**src/rtl/plot_sink.sv**
```systemverilog
// plot_sink: captures vga_plot strobes into a small FIFO and turns each one
// into a linear framebuffer write (addr = y*H_RES + x) using a we/ready handshake.
// Optional feature: define PLOT_SINK_CLIP_EN to discard strobes whose
// coordinates fall outside H_RES x V_RES.
module plot_sink #(
  parameter int unsigned H_RES  = 320,
  parameter int unsigned V_RES  = 240,
  parameter int unsigned DEPTH  = 8,
  parameter int unsigned ADDR_W = 17
) (
  input  logic              clk,
  input  logic              rst_n,
  input  logic [8:0]        vga_x,
  input  logic [7:0]        vga_y,
  input  logic [2:0]        vga_colour,
  input  logic              vga_plot,
  input  logic              flush,
  output logic [ADDR_W-1:0] mem_addr,
  output logic [2:0]        mem_wdata,
  output logic              mem_we,
  input  logic              mem_ready,
  output logic              busy,
  output logic              overflow,
  output logic [15:0]       drop_count
);

  localparam int unsigned PW = $clog2(DEPTH);

  typedef enum logic {S_IDLE, S_WRITE} state_t;

  state_t              state_q, state_d;
  logic [19:0]         fifo_q [DEPTH];
  logic [PW:0]         wr_ptr_q, wr_ptr_d, rd_ptr_q, rd_ptr_d;
  logic [ADDR_W-1:0]   addr_q, addr_d;
  logic [2:0]          wdata_q, wdata_d;
  logic                ovf_q, ovf_d;
  logic [15:0]         drop_q, drop_d;

  logic                empty, full, clip, push, pop, drop;
  logic [19:0]         head;

  assign empty = (wr_ptr_q == rd_ptr_q);
  assign full  = (wr_ptr_q[PW] != rd_ptr_q[PW]) &&
                 (wr_ptr_q[PW-1:0] == rd_ptr_q[PW-1:0]);
  assign head  = fifo_q[rd_ptr_q[PW-1:0]];

`ifdef PLOT_SINK_CLIP_EN
  assign clip = (32'(vga_x) >= H_RES) || (32'(vga_y) >= V_RES);
`else
  assign clip = 1'b0;
`endif

  // Push/drop decision uses pre-edge occupancy; a full FIFO drops even if it pops this edge.
  assign push = vga_plot && !flush && !full && !clip;
  assign drop = vga_plot && !flush && (full || clip);

  // Output FSM, FIFO pointers, status counters: next-state logic
  always_comb begin
    state_d  = state_q;
    pop      = 1'b0;
    addr_d   = addr_q;
    wdata_d  = wdata_q;
    ovf_d    = ovf_q;
    drop_d   = drop_q;
    case (state_q)
      S_IDLE: begin
        if (!empty) begin
          pop     = 1'b1;
          state_d = S_WRITE;
        end
      end
      S_WRITE: begin
        if (mem_ready) begin
          if (!empty) pop = 1'b1;
          else        state_d = S_IDLE;
        end
      end
      default: state_d = S_IDLE;
    endcase
    if (pop) begin
      addr_d  = ADDR_W'(head[10:3]) * ADDR_W'(H_RES) + ADDR_W'(head[19:11]);
      wdata_d = head[2:0];
    end
    if (drop) begin
      if (!clip) ovf_d = 1'b1;
      if (drop_q != '1) drop_d = drop_q + 16'd1;
    end
    wr_ptr_d = wr_ptr_q + (PW+1)'(push);
    rd_ptr_d = rd_ptr_q + (PW+1)'(pop);
    if (flush) begin
      state_d  = S_IDLE;
      pop      = 1'b0;
      wr_ptr_d = '0;
      rd_ptr_d = '0;
      ovf_d    = 1'b0;
      drop_d   = '0;
    end
  end

  // State and status registers
  always_ff @(posedge clk or negedge rst_n) begin
    if (!rst_n) begin
      state_q  <= S_IDLE;
      wr_ptr_q <= '0;
      rd_ptr_q <= '0;
      addr_q   <= '0;
      wdata_q  <= '0;
      ovf_q    <= 1'b0;
      drop_q   <= '0;
    end else begin
      state_q  <= state_d;
      wr_ptr_q <= wr_ptr_d;
      rd_ptr_q <= rd_ptr_d;
      addr_q   <= addr_d;
      wdata_q  <= wdata_d;
      ovf_q    <= ovf_d;
      drop_q   <= drop_d;
    end
  end

  // FIFO storage; contents are don't-care until written
  always_ff @(posedge clk) begin
    if (push) fifo_q[wr_ptr_q[PW-1:0]] <= {vga_x, vga_y, vga_colour};
  end

  assign mem_we     = (state_q == S_WRITE);
  assign mem_addr   = addr_q;
  assign mem_wdata  = wdata_q;
  assign busy       = !empty || mem_we;
  assign overflow   = ovf_q;
  assign drop_count = drop_q;

endmodule

```
**config.mk**
```make
export PLATFORM = sky130hd
export DESIGN_NAME = plot_sink
export DESIGN_NICKNAME = d
export VERILOG_FILES = /design/src/rtl/plot_sink.sv
export SDC_FILE = /design/constraint.sdc
export NUM_CORES = 1
export LEC_CHECK = 0
export BUFFER_PORTS_ARGS = -buffer_cell sky130_fd_sc_hd__buf_2
export CAP_MARGIN = 5
export CORE_ASPECT_RATIO = 1.25
export CORE_MARGIN = 4
export CORE_UTILIZATION = 60
export DETAILED_ROUTE_END_ITERATION = 8
export PLACE_DENSITY_LB_ADDON = 0.05
export SYNTH_ARGS = -nofsm -noshare
export SYNTH_HDL_FRONTEND = slang
export SYNTH_SLANG_ARGS = --single-unit
export TNS_END_PERCENT = 30
```
**constraint.sdc**
```tcl
create_clock -name clk -period 6.2 [get_ports clk]
set_input_delay 0.93 -clock clk [delete_from_list [all_inputs] [get_ports clk]]
set_output_delay 0.93 -clock clk [all_outputs]
set_load 0.005 [all_outputs]
```
==> results.cfg, run 1 <==
[clock_tree]
h-tree-depth = 1
cts_tree = built
clock_sinks = 206
cts_made_buffers = 20
ctsHoldBuffers = 0
cts_resized = 0
worstSkewPairLatency_ns = 0.49
max-clock-path-buffers = 3
postCtsSetupRepairBufs = 0
cts_root_buf = clkbuf_16
cts.clk_slew.worst_paths_ns = 0.06

[floorplanning]
die_w_um = 116
die_h_um = 143
rows = 48
start_util_pct = 62.2
core_area_um2 = 14000
dieArea_um2 = 16500
io-pin-count = 64

[power]
power-per-cell-area_nw_per_um2 = 415
leakage_nw = 3.60
p_total_mw = 4.11
peakVddDrop_mv = 0.383

[logic_synthesis]
synth-simple-area-share_pct = 6.67
ys_ff_latch = 206
ys_seq_area_share_pct = 68.4
synth_xor_xnor_area_share_pct = 3.13
synth_cells = 518
synth-edff-count = 160
synth_top_family_by_area = multiplexers
yosysUniqueCellTypes = 50
yosysWarnings = 0
async_flop_share_pct = 22.3
synth_fa_ha_area_share_pct = 3.33
synth_mux_area_share_pct = 13.2
syn_avg_cell_area_um2 = 16.8
syn_nets = 565
synthFlopType = edfxtp_1
synth_area_um2 = 8710
synth_compound_area_share_pct = 3.66

[min_path]
whs_path_depth = 2
min_path_type = register to register

[global_route]
grt_pass1_wl_um = 25400
grt_overflow_total = 0
gr-usage-all-layers_pct = 20.1
antenna_found_initial = 1
grt_max_degree = 47
grt_pass1_vias = 4755

[finish]
final_net_count = 641
stdcell_count = 782
drive_above_1_share_pct = 29.2
final_cell_mix = edfxtp_1 (160), buf_2 (63), dfrtp_1 (45)
antenna_cells = 0
regArea_um2 = 5960
multi_input_area_um2 = 2640
fillers = 915
fin_area_um2 = 9900
area_growth_pct = 13.7
final_common_cell = edfxtp_1

[setup_path]
arrival_ns = 4.73
crit_fanout = 23
critPathRequiredTime_ns = 6.57
critPathLaunchType = register
cp-end-kind = register
path_class = register to register
r2r_cells = 11

[timing]
skew_ns = 0.0127
slew_headroom_pct = 28.5
setup_viol = 0
fin_crit_sh_pct = 70.4
fmax_mhz = 229
finalSetupTns_ns = 0
tightestPinTransition_ns = 1.07
slew_violations = 0
rsz0062_at_grt = no
finalHoldViolations = 0
final.min_clock_period_ns = 4.37

[route]
wl_per_cell_um = 20.1
drc = 0
vias_per_cell = 5.88
num_vias = 4600
detail_route.wirelength_um = 15700
antenna_left = 0
drtIter0Drc = 278
first_pass_iters = 4

[placement]
portBuffers = 63
globalplace.congestion = 0.820
dpl.cell_count = 747
place_area_um2 = 9260
dpl.hpwl_um = 9820

[status]
status = complete, no violations

[job]
maxCapViolations = 0
==> per-stage QoR <==
stage	utilization, %	setup WS (ns)	hold slack [ns]
2_1_floorplan	-	1.94	0.470
3_3_place_gp	66.2	1.88	0.456
3_5_place_dp	66.2	1.82	0.465
4_1_cts	70.8	1.79	0.480
5_1_grt	70.8	1.56	0.495
6_report	70.8	1.83	0.473
==> power breakdown <==
part	switching (mW)	internal, mW	leakage, nW	total, mW
Clock	0.496	0.675	0.317	1.17
Sequential	0.0902	1.58	2.05	1.67
Combinational	0.634	0.630	1.23	1.26
Total	1.22	2.89	3.60	4.11
==> registers in the layout (all words and copies together), names as in the netlist <==
name        count
fifo_q        160
drop_count     16
mem_wdata       3
wr_ptr_q        4
overflow        1
mem_addr       17
mem_we          1
rd_ptr_q        4
==> metal layers <==
metal  routed length, um  track usage [%]  vias to the layer above
met5                  12                0                        -
met4                 344             5.50                        2
met3                 756             3.48                       27
met2                7890             33.7                      105
met1                6740             27.5                     2317
li1                    -                -                     2149
==> final cells by class <==
| cell class | count | share of cell area [%] |
|---|---|---|
| tap | 175 | 2.21 |
| clock buffer | 22 | 5.45 |
| sequential | 206 | 60.2 |
| clock inverter | 13 | 1.06 |
| inverter | 9 | 0.341 |
| timing repair buffer | 76 | 4.17 |
| multi-input combinational | 281 | 26.6 |
==> critical path: stages, from the launching register on <==
cell and delay, ns:
dfrtp_1 1.01, buf_4 0.47, mux4_2 0.57, mux2i_4 0.22, inv_2 0.10, ha_1 0.31
ha_1 0.35, o21a_1 0.20, a211oi_1 0.42, nand3_1 0.15, xnor2_1 0.15, mux2_4 0.25
==> worst paths after layout <==
| check | startpoint | to | slack [ns] |
|---|---|---|---|
| max | rd_ptr_q[1] | mem_addr[15] | 1.83 |
| min | mem_addr[9] | mem_addr[9] | 0.47 |
| max reg2reg | rd_ptr_q[1] | mem_addr[15] | 1.83 |
| min reg2reg | mem_addr[9] | mem_addr[9] | 0.47 |
| max in group asynchronous | rst_n | rd_ptr_q[0] | 4.83 |
| min in group asynchronous | rst_n | drop_count[1] | 0.64 |
==> kinds of logic (layout without fill, tap and decap cells) <==
| family | after synthesis | count (layout) |
|---|---|---|
| flops | 206 | 206 |
| simple gates | 116 | 116 |
| compound gates | 52 | 52 |
| fa+ha+maj | 22 | 22 |
| mux | 62 | 62 |
| xor+xnor | 29 | 29 |
| buf+inv | 31 | 120 |
==> cells in the mapped netlist (all sizes together) (5+ instances only) <==
cell type / n / share of area [%]
a21oi: 10 / 0.62
buf: 14 / 0.89
clkbuf: 8 / 0.34
dfrtp: 46 / 13
edfxtp: 160 / 55
ha: 20 / 2.9
inv: 9 / 0.39
mux2: 9 / 1.2
mux2i: 13 / 1.6
mux4: 40 / 10
nand2: 29 / 1.2
nand2b: 6 / 0.43
nand3: 8 / 0.46
nor2: 33 / 1.4
nor2b: 5 / 0.36
nor3: 9 / 0.57
nor4: 6 / 0.60
o21ai: 27 / 1.6
or3: 5 / 0.36
xnor2: 19 / 2.1
xor2: 10 / 1.0
No activity file was read; power rests on OpenSTA's default activity.
==> run 2, diff against run 1 <==
Settings changed: CORE_UTILIZATION 60 to 54.
Clock period 6.2 ns to 3.55 ns, I/O delays scaled along.
==> run 2 against run 1 <==
The flow now finishes with violations (negative setup slack). Die area rose by 10%. Via count rose by 3.6%. Flip-flop and latch count did not move. Global-route usage fell by 0.39 points. Register-to-register slack got worse by 2.0 ns. Cell count rose by 9.2%. Worst setup slack got worse by 2.0 ns. Sequential share of layout area fell by 3.6 points. Critical endpoint unchanged.
==> results.cfg, run 2 (same netlist as run 1, synthesis figures left out) <==
[placement]
post-place-ws_ns = -0.159
place_area_um2 = 9630
dpl.cell_count = 810
dpl.hpwl_um = 10500
globalplace.congestion = 0.758
portBuffers = 63

[route]
vias_per_cell = 5.58
first_pass_iters = 6
antenna_left = 0
num_vias = 4764
drtIter0Drc = 200
wl_per_cell_um = 20.0
drc = 0
detail_route.wirelength_um = 17100

[setup_path]
path_cells = buf_12, mux4_2, mux2i_2, inv_1, ha_1, ha_2, fa_2, nand2_2, or4b_4, nor3_4, nand3_2, xnor2_1, mux2_4
worst-path-buf-inv = 2
critPathSlowestCell = fa_2
r2r_cells = 13
path_class = register to register
critPathLaunchType = register
crit_fanout = 6
critPathTopFamily = adder cells
arrival_ns = 4.10
cp-end-kind = register
r2r-end = mem_addr[15]
critPathRequiredTime_ns = 3.92
r2r_start = rd_ptr_q[0]
r2r_setup_slack_ns = -0.18
cp_slowest_stage_delay_ns = 0.54

[timing]
rsz0062_at_grt = yes
slew_headroom_pct = 55.2
setup_viol = 2
fin_crit_sh_pct = 105
tightestPinTransition_ns = 0.672
slew_violations = 0
skew_ns = 0.00788
fmax_mhz = 268
final.min_clock_period_ns = 3.73
finalWorstSetupSlack_ns = -0.180
finalHoldViolations = 0

[finish]
final_common_cell = edfxtp_1
drive_above_1_share_pct = 34.6
largest_reg_flops = 160
antenna_cells = 0
final_cell_mix = edfxtp_1 (160), buf_2 (63), dfrtp_1 (44)
utilization_pct = 67.1
final_net_count = 673
fillers = 1094
area_growth_pct = 21.0
stdcell_count = 854
fin_area_um2 = 10500

[global_route]
grt_overflow_total = 0
grt.busiest_layer = met2
gr-usage-all-layers_pct = 19.7
met1_usage_pct = 25.7
grtUsageMet2_pct = 34.6
grt_max_degree = 38
grt_pass1_vias = 4995
grt_pass1_wl_um = 27600
gr-usage-met3_pct = 3.06
antenna_found_initial = 0

[clock_tree]
h-tree-depth = 1
cts_root_buf = clkbuf_16
cts_tree = built
clock_sinks = 206
max-clock-path-buffers = 3
cts.clk_slew.worst_paths_ns = 0.06
cts_made_buffers = 22
worstSkewPairLatency_ns = 0.49

[power]
power-per-cell-area_nw_per_um2 = 779
peakVddDrop_mv = 0.461
p_sw_share_pct = 28.9
switchingPower_mw = 2.37
clockPowerShare_pct = 28.6
internal_power_mw = 5.83
leakage_nw = 3.85
p_seq_share_pct = 34.9
p_comb_share_pct = 36.5

[floorplanning]
start_util_pct = 55.5
rows = 51
core_area_um2 = 15700
die_h_um = 150
dieArea_um2 = 18200
die_w_um = 122
io-pin-count = 64

[status]
violations = negative setup slack
status = finished, violations left

[min_path]
min_path_type = input port to asynchronous set/reset pin

[job]
maxCapViolations = 0
==> run 2: power by group through the flow <==
stage / Clock [mW] / Combinational, mW / Sequential (mW)
after CTS: 2.40 / 2.83 / 2.86
after global placement: 0 / 2.64 / 2.90
final: 2.35 / 2.99 / 2.86
after global routing: 2.51 / 3.32 / 2.88
after detailed placement: 0 / 2.68 / 2.91
after floorplan: 0 / 1.87 / 2.89
==> run 2: layer usage <==
metal	wire length, um	part of all wire, %
met1	6980	41
met4	381	2.2
met5	0	0
met3	832	4.9
met2	8910	52
==> run 2: per-stage QoR <==
stage / hold slack (ns) / power (mW) / TNS, ns
after floorplan: 0.237 / 4.76 / -1.05
after global placement: 0.458 / 5.54 / -0.311
after detailed placement: 0.465 / 5.58 / -0.462
after CTS: 0.0864 / 8.09 / -0.210
after global routing: 0.113 / 8.71 / -0.800
final: 0.0782 / 8.20 / -0.257
==> run 2: worst max-delay path by stage <==
stage	slack (ns)	cells past startpoint	endpoint	from
after global routing	-0.31	13	mem_addr[15]	rd_ptr_q[0]
after CTS	-0.13	12	mem_addr[15]	rd_ptr_q[0]
after detailed placement	-0.16	13	mem_addr[15]	rd_ptr_q[0]
after global placement	-0.13	12	mem_addr[15]	rd_ptr_q[0]
after floorplan	-0.41	15	mem_addr[15]	rd_ptr_q[0]
final	-0.18	13	mem_addr[15]	rd_ptr_q[0]
==> run 2: what timing repair did <==
item,4_1_cts,5_1_grt
pin swaps,1,5
gates resized for setup,6,14
cloned,1,0
endpoints found under the setup margin,4,4
setup buffers,2,1
hold buffers,0,0
==> run 2: area by class of cell <==
| class | count | area, um2 | share of cell area [%] |
|---|---|---|---|
| flip-flops and latches | 206 | 5960 | 56.6 |
| multi-input cells | 281 | 2740 | 26.0 |
| repair buffers | 106 | 791 | 7.51 |
| clock buffers | 29 | 598 | 5.68 |
| well taps | 212 | 265 | 2.52 |
| clock inverters | 11 | 153 | 1.45 |
| inverters | 9 | 33.8 | 0.321 |
==> run 2: worst reg2reg max path, stage by stage (launching register included) <==
cell and delay [ns]:
dfrtp_2 0.42, buf_12 0.14, mux4_2 0.51, mux2i_2 0.20
inv_1 0.09, ha_1 0.29, ha_2 0.20, fa_2 0.54
nand2_2 0.05, or4b_4 0.49, nor3_4 0.19, nand3_2 0.11
xnor2_1 0.15, mux2_4 0.25
